## config.mk

```make
export PLATFORM = sky130hd
export DESIGN_NAME = dsp_pipe_reg
export DESIGN_NICKNAME = d
export VERILOG_FILES = /design/src/rtl/dsp48_pkg.sv /design/src/rtl/dsp_pipe_stage.sv /design/src/rtl/dsp_pipe_reg.sv
export SDC_FILE = /design/constraint.sdc
export NUM_CORES = 1
export LEC_CHECK = 0
export CAP_MARGIN = 20
export CORE_MARGIN = 2
export CORE_UTILIZATION = 30
export CTS_CLUSTER_SIZE = 25
export DETAILED_ROUTE_END_ITERATION = 8
export HOLD_SLACK_MARGIN = 0.15
export PLACE_DENSITY_LB_ADDON = 0.3
export REMOVE_ABC_BUFFERS = 1
export SYNTH_ARGS = -nofsm -noshare
export SYNTH_HDL_FRONTEND = slang
export SYNTH_SLANG_ARGS = --single-unit
```

## constraint.sdc

```tcl
create_clock -name clk -period 1.9 [get_ports clk]
set_input_delay 0.475 -clock clk [delete_from_list [all_inputs] [get_ports clk]]
set_output_delay 0.475 -clock clk [all_outputs]
set_load 0.005 [all_outputs]
```

## src/rtl/dsp48_pkg.sv

```systemverilog
// Shared constants and helpers for the DSP48-style pipeline register slice.
// Sizes the lat_sel/fill ports consistently across the modules that import it.
package dsp48_pkg;

    localparam int MAX_DEPTH     = 8;
    localparam int DEFAULT_WIDTH = 18;

    // Bits needed to encode 0..depth, used for both lat_sel and fill.
    function automatic int lat_sel_width(input int depth);
        return (depth < 1) ? 1 : $clog2(depth + 1);
    endfunction

endpackage

```

## src/rtl/dsp_pipe_stage.sv

```systemverilog
// One pipeline stage: a single {valid, data} register with async reset,
// synchronous clear and clock enable (priority reset > clr > ce).
module dsp_pipe_stage
    import dsp48_pkg::*;
#(
    parameter int               WIDTH     = DEFAULT_WIDTH,
    parameter logic [WIDTH-1:0] RESET_VAL = '0
) (
    input  logic           clk,
    input  logic           reset,
    input  logic           ce,
    input  logic           clr,
    input  logic [WIDTH:0] d,
    output logic [WIDTH:0] q
);

    // NOTE: sequential state uses non-blocking assignments so every stage
    // samples its neighbour's pre-edge value and the chain shifts correctly.
    always_ff @(posedge clk or posedge reset) begin
        if (reset) begin
            q <= {1'b0, RESET_VAL};
        end else if (clr) begin
            q <= {1'b0, RESET_VAL};
        end else if (ce) begin
            q <= d;
        end
    end

endmodule

```

## src/rtl/dsp_pipe_reg.sv

```systemverilog
// Variable-latency pipeline register: DEPTH stages of {valid, data} with a
// runtime-selectable output tap (0 = bypass) and a count of valid stages.
module dsp_pipe_reg
    import dsp48_pkg::*;
#(
    parameter int               WIDTH     = DEFAULT_WIDTH,
    parameter int               DEPTH     = 2,
    parameter logic [WIDTH-1:0] RESET_VAL = '0
) (
    input  logic                             clk,
    input  logic                             reset,
    input  logic                             ce,
    input  logic                             clr,
    input  logic [lat_sel_width(DEPTH)-1:0]  lat_sel,
    input  logic [WIDTH-1:0]                 din,
    input  logic                             din_vld,
    output logic [WIDTH-1:0]                 dout,
    output logic                             dout_vld,
    output logic [lat_sel_width(DEPTH)-1:0]  fill
);

    localparam int             LW      = lat_sel_width(DEPTH);
    localparam logic [LW-1:0]  DEPTH_L = LW'(DEPTH);

    logic [WIDTH:0]  stage_d [DEPTH];
    logic [WIDTH:0]  stage_q [DEPTH];
    logic [DEPTH-1:0] vld_bits;
    logic [LW-1:0]   lat_eff;
    logic [WIDTH:0]  tap;

    for (genvar k = 0; k < DEPTH; k++) begin : g_stage
        if (k == 0) begin : g_head
            assign stage_d[k] = {din_vld, din};
        end else begin : g_body
            assign stage_d[k] = stage_q[k-1];
        end

        dsp_pipe_stage #(
            .WIDTH     (WIDTH),
            .RESET_VAL (RESET_VAL)
        ) u_stage (
            .clk   (clk),
            .reset (reset),
            .ce    (ce),
            .clr   (clr),
            .d     (stage_d[k]),
            .q     (stage_q[k])
        );

        assign vld_bits[k] = stage_q[k][WIDTH];
    end

    // Out-of-range latency requests saturate to the deepest tap.
    assign lat_eff = (lat_sel > DEPTH_L) ? DEPTH_L : lat_sel;

    // NOTE: tap gets a default before the selection loop so no latch is inferred.
    always_comb begin
        tap = {din_vld, din};
        for (int k = 0; k < DEPTH; k++) begin
            if (lat_eff == LW'(k + 1)) begin
                tap = stage_q[k];
            end
        end
    end

    assign dout     = tap[WIDTH-1:0];
    assign dout_vld = tap[WIDTH];

    // Derived only from registered valid bits; din_vld never reaches fill.
    assign fill = LW'($countones(vld_bits));

endmodule

```

After elaboration in Yosys (flattened, before gate mapping) --
Index checks and enable logic that the tools add are counted.
Word-level totals: word-level logic and storage cells 14, output and inout bits 21, bits of input ports 25, bits in registers 38
Operators by class: equality and inequality tests 2, muxes and demuxes 7, $add $sub $neg 1, reduce and logical (&&, ||, !) cells 1, magnitude comparators 1
Operators by type and width (number):
- 2-to-1 mux 19 bit | 6
- adder 1 x 1 -> 2 bit | 1
- equality test 2 x 1 -> 1 bit (second input constant) | 1
- equality test 2 bit (second input constant) | 1
- greater-than comparator 2 bit (second input constant) | 1
- 2-to-1 mux 2 bit | 1
- nonzero test 2 bit | 1

Longest topological paths before layout --
Gate-level depths: netlist of run 1.
depth in word-level cells 5, gate-level depth with buffers 4, depth with buffers taken out 2

Hierarchy --
A second synthesis of run 1 with hierarchy kept.
Second synthesis, totals: cells, all modules 188, area, all modules 1983.2 µm²
By module, submodules not included:
- dsp_pipe_stage | times used 2, cells an instance 62, area each 782.0 µm², seq. area each 475.5 µm²
- dsp_pipe_reg | times used 1, cells an instance 64, area each 419.2 µm², seq. area each 0.0 µm²

Worst setup path after synthesis of run 1 --
No wires, ideal clock.
path kind input -> output, start point in lat_sel[0], end point out dout[10], data arrival time 1.019 ns, slack 0.406 ns, cell stages on the path 4, data required time 1.425 ns, path buffers 2, path through buf_6 > buf_8 > mux2i_1 > o21ai_1
On the way: cells in the longest elaborated chain, start to end 5, elaborated cells on any way between the ends 6, those cells by class 1 x order compare; 2 x eq/ne; 3 x mux
Ends and longest elaborated chain:
- from (decl) | RTL line dsp_pipe_reg.sv:14 | input logic [lat_sel_width(DEPTH)-1:0] lat_sel,
- greater-than comparator 2 bit | RTL line dsp_pipe_reg.sv:54 | assign lat_eff = (lat_sel > DEPTH_L) ? DEPTH_L : lat_sel;
- 2-to-1 mux 2 bit (*) | RTL line dsp_pipe_reg.sv:54
- equality test 2 x 1 -> 1 bit | RTL line dsp_pipe_reg.sv:60 | if (lat_eff == LW'(k + 1)) begin
- 2-to-1 mux 19 bit | RTL line dsp_pipe_reg.sv:60
- 2-to-1 mux 19 bit (*) | RTL line dsp_pipe_reg.sv:60
- to (decl) | RTL line dsp_pipe_reg.sv:17 | output logic [WIDTH-1:0] dout,
Mark *: on every way between the ends. The rest lies on a longest branch, timed or not.

Worst setup path after layout of run 1 --
start point in din[9], end point out dout[9]
On the way: cells in the longest elaborated chain, start to end 2
Ends and longest elaborated chain:
- from (decl) | RTL line dsp_pipe_reg.sv:15 | input logic [WIDTH-1:0] din,
- 2-to-1 mux 19 bit (2 in a row) | RTL line dsp_pipe_reg.sv:60
No other way between the ends.

==> impl_metrics.json, run 1 <==
{
  "start_kind": "input port",
  "finalCritPeriodShare": 0.969,
  "viasPerCell": 4.60,
  "hold_buffers": 0,
  "slew_viol_final": 0,
  "yosysWarningCount": 0,
  "seq_area_frac_synth": 0.483,
  "multi_input_area_um2": 892,
  "cts_max_level": 2,
  "yosys.cell_types.count": 14,
  "regArea_um2": 951,
  "grt_overflow": 0,
  "die-area_um2": 7220,
  "dp_hpwl_um": 2480,
  "ys_ff_latch": 38,
  "antenna_found_initial": 0,
  "holdCritPathClass": "in2reg",
  "synth_top_area_share": 0.483,
  "syn2layout_area_growth_pct": 33.1,
  "r2r-start": "g_stage[0].u_stage.q[18]",
  "cts_root_buf": "clkbuf_8",
  "status": "finished clean",
  "layout_min_cycle_time_ns": 1.84,
  "power_density_nw_per_um2": 664,
  "crit_family": "buffers and inverters",
  "routed_wl_um": 4130,
  "yosys-top-cells-area": "dfrtp_1, mux2i_1, nor2_1",
  "ios": 46,
  "synthesis.area_um2": 1970,
  "fill_cells": 634,
  "endpoint_kind": "primary output",
  "cts_buffers": 5,
  "clk_pin_slew_ns": 0.07,
  "die_x_um": 85.0,
  "drcViolationCount": 0,
  "post_dp_cell_area_um2": 2500,
  "worstMarginPinSlew_ns": 0.272,
  "syn_inst": 187,
  "synth.avg_cell_area_um2": 10.5,
  "crit_type": "in2out",
  "setup_tns_ns": 0,
  "critPathMaxFanout": 2,
  "fp.dieH_um": 85.0,
  "clk_latency_ns": 0.28,
  "first_global_vias": 1484,
  "cts_max_path_buffers": 2,
  "grt_pass1_wl_um": 7220,
  "top_regs": "g_stage.u_stage.q x38",
  "drive_above_1_share": 0.110,
  "routed-via-count": 1439,
  "cp_cell_sequence": "clkdlybuf4s50_1 -> mux2i_1 -> o21ai_1 -> dlygate4sd2_1",
  "drtPass1Iterations": 4,
  "r2r_cells": 3,
  "regMostFlops": "g_stage.u_stage.q",
  "clock-sinks": 38,
  "cp-endpoint": "dout[9]",
  "cts_tree": "yes",
  "r2r-end": "g_stage[1].u_stage.q[18]",
  "relSlewSlack": 0.819,
  "r2r_setup_slack_ns": 1.06,
  "irDropWorstVdd_v": 0.000281,
  "crit_buf_inv": 2,
  "diodes": 0,
  "drt_iter0_drc": 106,
  "coreArea_um2": 6350,
  "fin_skew_ns": 0.00162,
  "yosys.area.top_type": "dfrtp_1",
  "start_util": 0.310,
  "cp.depth": 4,
  "utilization": 0.412,
  "final_area_um2": 2620,
  "p_leak_nw": 1.32,
  "finalHoldWorstSlack_ns": 0.497,
  "gp_congestion": 0.690,
  "port_buffers": 45,
  "max_stage_delay_ns": 0.48,
  "required_ns": 1.42,
  "startpoint": "din[9]",
  "grtUsageTotal": 0.127,
  "final_nets": 261,
  "maxCapViolations": 0,
  "largest_reg_flops": 38,
  "drtAntennaViolNets": 0,
  "rows": 29,
  "worstPathArrival_ns": 1.37,
  "max_freq_mhz": 543,
  "hold_viol": 0,
  "crit_slowest_cell": "clkdlybuf4s50_1",
  "setup_viol": 0,
  "grt_max_degree": 39,
  "wl_per_cell_um": 13.2,
  "grt_setup_unrepaired": "no"
}
[power by group]
group          total [mW]  internal [mW]  switching [mW]
Sequential          0.868          0.845          0.0229
Combinational       0.324          0.177           0.147
Clock               0.547          0.292           0.255
[cells in the final DEF (no fill, tap or decap)]
| cell | count |
|---|---|
| dlymetal6s2s_1 | 1 |
| o21ai_1 | 19 |
| clkbuf_1 | 1 |
| ha_1 | 1 |
| clkbuf_2 | 6 |
| clkdlybuf4s50_1 | 21 |
| buf_12 | 5 |
| buf_16 | 1 |
| nand2_1 | 19 |
| bufbuf_16 | 1 |
| mux2i_1 | 57 |
| clkbuf_8 | 6 |
| buf_2 | 3 |
| clkinv_2 | 1 |
| nor2_1 | 38 |
| buf_4 | 3 |
| inv_1 | 1 |
| dfrtp_1 | 38 |
| dlygate4sd2_1 | 6 |
| clkdlybuf4s15_1 | 8 |
[tightest hold or removal path, cell delays in order]
cell and delay, ns:
dlymetal6s2s_1 0.11, mux2i_1 0.08, nor2_1 0.08
[per-stage QoR]
stage                     std cells  worst slack (ns)  total power [mW]
final                           313            0.0592              1.74
after global routing            313           0.00273              1.85
after CTS                       313           0.00411              1.77
after detailed placement        301            -0.530              1.21
after global placement          301            -0.530              1.21
after floorplan                 173             0.564              1.00
[Yosys cell counts, drive strengths merged]
cell type and instances:
mux2i 57, dfrtp 38, nor2 38, nand2 19, o21ai 19, buf 11, clkbuf 3, ha 1
inv 1
[repair_timing]
action,CTS,global route
hold endpoints to repair,0,0
gates cloned,2,0
pin swaps,0,4
gates resized for setup,33,18
setup buffers,2,0
setup endpoints to repair,20,15
[kinds of logic (layout without fill, tap and decap cells)]
group	after synthesis	count (layout)	synth area share
and+or+nand+nor	57	57	0.109
muxes	57	57	0.290
buffers and inverters	15	64	0.0630
adders and majority gates	1	1	0.00636
DFF	38	38	0.483
AOI/OAI and AO/OA	19	19	0.0483
[how the worst min path moves through the flow]
stage                                  start                        to  slack [ns]  cells past startpoint
global placement     g_stage[1].u_stage.q[8]   g_stage[1].u_stage.q[8]        0.50                      2
global route                         din[13]  g_stage[0].u_stage.q[13]        0.54                      3
finish                               din[13]  g_stage[0].u_stage.q[13]        0.50                      3
CTS                 g_stage[1].u_stage.q[17]  g_stage[1].u_stage.q[17]        0.53                      2
detailed placement   g_stage[1].u_stage.q[6]   g_stage[1].u_stage.q[6]        0.51                      2
floorplan           g_stage[1].u_stage.q[10]  g_stage[1].u_stage.q[10]        0.49                      2
[layer usage]
| layer | part of all wire | routed length (µm) | vias up | global-route usage |
|---|---|---|---|---|
| met5 | 0 | 0 | - | 0 |
| met3 | 0.035 | 144 | 8 | 0.0233 |
| met4 | 0.018 | 75 | 0 | 0.0519 |
| li1 | - | - | 722 | - |
| met2 | 0.48 | 1980 | 26 | 0.202 |
| met1 | 0.47 | 1930 | 683 | 0.170 |
[layout make-up]
cell class,instances,area share
tap,77,0.0368
multi-input combinational,134,0.341
clock inverter,1,0.00191
clock buffer,7,0.0330
timing repair buffer,55,0.223
inverter,1,0.00143
sequential,38,0.363
(Power assumes the default switching activity.)
==> inputs of run 2 (changes only) <==
Settings changed: CORE_UTILIZATION 30 to 53, SETUP_SLACK_MARGIN from default to 0.05.
==> run 2 against run 1 <==
Non-clock buffer count decreased by 1. Routed wire length grew 3.2%. Utilization increased by 29 points. Largest cell class unchanged. Highest routed layer unchanged.
==> impl_metrics.json, run 2 (synthesized netlist as in run 1, its figures left out) <==
{
  "regMostFlops": "g_stage.u_stage.q",
  "syn2layout_area_growth_pct": 27.9,
  "wl_per_cell_um": 15.1,
  "largest_reg_flops": 38,
  "relSlewSlack": 0.686,
  "max_freq_mhz": 549,
  "critPathMaxFanout": 19,
  "port_buffers": 45,
  "finalCritPeriodShare": 0.958,
  "drt_iter0_drc": 78,
  "worstMarginPinSlew_ns": 0.470,
  "hold_viol": 0,
  "clk_latency_ns": 0.28,
  "clk_pin_slew_ns": 0.07,
  "setup_viol": 0,
  "power_density_nw_per_um2": 689,
  "layout_common_cells": "mux2i_1, nor2_1, dfrtp_1",
  "gp_congestion": 0.656,
  "diodes": 0,
  "dp_hpwl_um": 2580,
  "irDropWorstVdd_v": 0.000582,
  "cts_root_buf": "clkbuf_8",
  "status": "finished clean",
  "fp.dieH_um": 64.9,
  "crit_buf_inv": 3,
  "worstPathArrival_ns": 1.35,
  "drtAntennaViolNets": 0,
  "holdCritPathClass": "reg2reg",
  "drcViolationCount": 0,
  "path_common_cell": "clkdlybuf4s15_2",
  "final_nets": 260,
  "top_regs": "g_stage.u_stage.q x38",
  "cts_tree": "yes",
  "die-area_um2": 4210,
  "cts_max_path_buffers": 2,
  "grt_max_degree": 39,
  "grtUsageTotal": 0.230,
  "hold_buffers": 0,
  "fin_skew_ns": 0.00244,
  "routed_wl_um": 4260,
  "p_leak_nw": 1.29,
  "clock-sinks": 38,
  "finalHoldWorstSlack_ns": 0.525,
  "first_global_vias": 1646,
  "cts_buffers": 5,
  "post_dp_cell_area_um2": 2440,
  "cts_max_level": 2,
  "antenna_found_initial": 0,
  "max_stage_delay_ns": 0.27,
  "viasPerCell": 5.37,
  "crit_type": "in2out",
  "required_ns": 1.42,
  "coreArea_um2": 3610,
  "cp_cell_sequence": "clkdlybuf4s15_2 -> buf_12 -> nand2_1 -> o21ai_1 -> clkdlybuf4s15_2",
  "start_kind": "input port",
  "grt_setup_unrepaired": "no",
  "layout_min_cycle_time_ns": 1.82,
  "routed-via-count": 1520,
  "start_util": 0.545,
  "maxCapViolations": 0,
  "die_x_um": 64.9,
  "slew_viol_final": 0,
  "final_common_cell": "mux2i_1",
  "final_area_um2": 2520,
  "utilization": 0.698,
  "rows": 22,
  "endpoint_kind": "primary output",
  "drtPass1Iterations": 4,
  "crit_slowest_cell": "clkdlybuf4s15_2",
  "crit_family": "buffers and inverters",
  "grt_pass1_wl_um": 7380,
  "ios": 46,
  "grt_overflow": 0,
  "drive_above_1_share": 0.162
}
==> run 2: cell count changes in the layout (fill, tap and decap cells not counted), sizes merged, moves of 2 or more <==
cell,change
dlygate4sd2,-2
clkdlybuf4s50,-2
clkdlybuf4s15,-4
buf,+8
==> run 2: tightest hold or removal path, delay by kind of cell, from the launching register on <==
kind | cells | cell delay [ns]
multiplexers | 1 | 0.06
AND/OR/NAND/NOR | 1 | 0.08
flip-flops | 1 | 0.34
==> run 2: repair_timing <==
item,CTS,global route
endpoints found under the setup margin,20,10
hold endpoints to repair,0,0
buffers inserted,2,0
cloned,2,0
resized for setup,69,11
pin swaps,6,1
==> run 2: per-layer routing <==
layer,vias up,global-route usage,wire length [µm]
met1,752,0.278,1840
met5,-,0,0
met2,34,0.409,2190
met4,0,0.0665,19
li1,732,-,-
met3,2,0.0538,207
==> run 2: cell type report <==
class | count | area [µm²]
fillers | 305 | 1090
repair buffers | 54 | 518
clock buffers | 7 | 86.3
multi-input cells | 134 | 892
inverters | 1 | 3.75
clock inverters | 1 | 5.00
flip-flops and latches | 38 | 951
well taps | 48 | 60.1
==> run 2: path summary, 6_finish.rpt <==
check | start | to | slack [ns] | depth (start not counted)
min in group asynchronous | reset | g_stage[0].u_stage.q[8] | 0.60 | 3
hold / removal | g_stage[1].u_stage.q[12] | g_stage[1].u_stage.q[12] | 0.53 | 2
hold reg to reg | g_stage[1].u_stage.q[12] | g_stage[1].u_stage.q[12] | 0.53 | 2
max in group asynchronous | reset | g_stage[0].u_stage.q[2] | 0.97 | 3
setup / recovery | lat_sel[1] | dout[14] | 0.08 | 5
setup reg to reg | g_stage[0].u_stage.q[18] | g_stage[1].u_stage.q[18] | 1.07 | 3
==> run 2: through the flow <==
step	setup WS (ns)	TNS (ns)	total power, mW	instances
final	0.0795	0	1.73	283
after global routing	0.0550	0	1.83	283
after CTS	0.0372	0	1.77	283
after detailed placement	-0.558	-9.80	1.21	271
after global placement	-0.521	-9.26	1.20	271
after floorplan	0.564	0	1.00	173
==> run 2: power breakdown <==
group          internal [mW]  switching (mW)  leakage [nW]  total (mW)
Sequential             0.845          0.0243         0.513       0.869
Clock                  0.292           0.258        0.0482       0.551
Combinational          0.164           0.150         0.729       0.315
==> inputs of run 3 (changes only) <==
Settings changed: CORE_MARGIN 2 to 5.
==> run 3 against run 2 <==
Register-to-register slack hardly changed. Via count is 2.1% higher. Sequential power hardly changed. Design area is 2.8% higher. Global-route usage is 3.4 points lower. Utilization is 1.4 points higher. Hold slack worse by 0.033 ns. Combinational power is 4% higher. Sequential share of layout area is 1.0 points lower. Non-clock buffer count is 1 higher. Critical path depth stayed put. Largest cell class unchanged.
==> impl_metrics.json, run 3 (synthesized netlist as in run 1, its figures left out) <==
{
  "port_buffers": 45,
  "die_x_um": 70.9,
  "r2r-end": "g_stage[1].u_stage.q[18]",
  "hold_end": "g_stage[0].u_stage.q[17]",
  "crit_type": "in2out",
  "holdPathStages": 3,
  "grt_overflow": 0,
  "worstMarginPinSlew_ns": 0.475,
  "max_freq_mhz": 553,
  "cts_max_level": 2,
  "clk_latency_ns": 0.28,
  "grtUsageTotal": 0.197,
  "layout_min_cycle_time_ns": 1.81,
  "dp_hpwl_um": 2700,
  "required_ns": 1.42,
  "syn2layout_area_growth_pct": 31.5,
  "grt_max_degree": 39,
  "final_common_cell": "mux2i_1",
  "start_kind": "input port",
  "finalCritPeriodShare": 0.952,
  "fp.dieH_um": 70.9,
  "cts_buffers": 5,
  "regMostFlops": "g_stage.u_stage.q",
  "ios": 46,
  "r2r_cells": 3,
  "cts_max_path_buffers": 2,
  "final_area_um2": 2590,
  "routed-via-count": 1552,
  "critPathMaxFanout": 19,
  "slew_viol_final": 0,
  "cts_tree": "yes",
  "top_regs": "g_stage.u_stage.q x38",
  "clk_pin_slew_ns": 0.07,
  "hp-start": "din[17]",
  "drcViolationCount": 0,
  "hold_viol": 0,
  "routed_wl_um": 4650,
  "power_density_nw_per_um2": 727,
  "wl_per_cell_um": 16.4,
  "post_dp_cell_area_um2": 2440,
  "fin_skew_ns": 0.00460,
  "gp_congestion": 0.714,
  "drtAntennaViolNets": 0,
  "place_ws_ns": -0.535,
  "viasPerCell": 5.48,
  "power_mw": 1.88,
  "grt_pass1_wl_um": 7670,
  "largest_reg_flops": 38,
  "r2r_setup_slack_ns": 1.07,
  "r2r-start": "g_stage[0].u_stage.q[18]",
  "drive_above_1_share": 0.170,
  "worstPathArrival_ns": 1.33,
  "utilization": 0.712,
  "antenna_found_initial": 0,
  "grt_setup_unrepaired": "yes",
  "cts_root_buf": "clkbuf_8",
  "drt_iter0_drc": 108,
  "status": "finished clean",
  "layout_common_cells": "mux2i_1, nor2_1, dfrtp_1",
  "setup_ws_ns": 0.0919,
  "clock-sinks": 38,
  "rows": 22,
  "endpoint_kind": "primary output",
  "diodes": 0,
  "holdCritPathClass": "in2reg",
  "drtPass1Iterations": 4,
  "irDropWorstVdd_v": 0.000638,
  "die-area_um2": 5030,
  "p_leak_nw": 1.34,
  "setup_viol": 0,
  "start_util": 0.541,
  "coreArea_um2": 3630,
  "relSlewSlack": 0.684,
  "first_global_vias": 1654,
  "maxCapViolations": 0,
  "hold_buffers": 0,
  "final_nets": 261
}
[run 3: how the worst max path moves through the flow]
stage                from                       to  slack [ns]  cells after the start
5_1_grt        lat_sel[1]                 dout[10]        0.03                      5
3_5_place_dp   lat_sel[0]                 dout[10]       -0.53                      5
6_report       lat_sel[1]                 dout[10]        0.09                      5
3_3_place_gp   lat_sel[0]                 dout[10]       -0.53                      5
4_1_cts           din[10]                 dout[10]       0.003                      4
2_1_floorplan       reset  g_stage[0].u_stage.q[0]        0.56                      1
[run 3: critical path, cell delays in order]
cell and delay, ns:
clkdlybuf4s15_2 0.28, buf_12 0.18, nand2_1 0.07, o21ai_1 0.09, clkdlybuf4s15_2 0.22
[run 3: repair_timing]
| item | 4_1_cts | 5_1_grt |
|---|---|---|
| setup endpoints to repair | 20 | 13 |
| setup buffers | 2 | 0 |
| pin swaps | 2 | 3 |
| cloned | 3 | 0 |
| gates resized for setup | 72 | 13 |
[run 3: layout make-up]
class	instances	area [µm²]
Inverter	1	3.75
Sequential cell	38	951
Tap cell	48	60.1
Clock buffer	6	82.6
Timing Repair Buffer	55	563
Fill cell	297	1050
Clock inverter	1	30.0
Multi-Input combinational cell	134	896
[run 3: through the flow]
step / hold slack (ns) / TNS [ns] / std cells
2_1_floorplan: 0.486 / 0 / 173
3_3_place_gp: 0.502 / -9.28 / 271
3_5_place_dp: 0.512 / -9.56 / 271
4_1_cts: 0.528 / 0 / 283
5_1_grt: 0.503 / 0 / 283
6_report: 0.492 / 0 / 283
[run 3: routing by layer]
layer | wire, µm | vias to the layer above | global-route usage | share of wire
li1 | - | 732 | - | -
met1 | 2030 | 768 | 0.241 | 0.44
met2 | 2310 | 48 | 0.326 | 0.50
met3 | 253 | 4 | 0.0582 | 0.054
met4 | 66 | 0 | 0.0752 | 0.014
met5 | 0 | - | 0 | 0
[run 3: report_power, final]
part	switching, mW	total [mW]	internal [mW]
registers	0.0249	0.870	0.845
logic	0.157	0.329	0.173
clock network	0.260	0.680	0.420
total	0.442	1.88	1.44
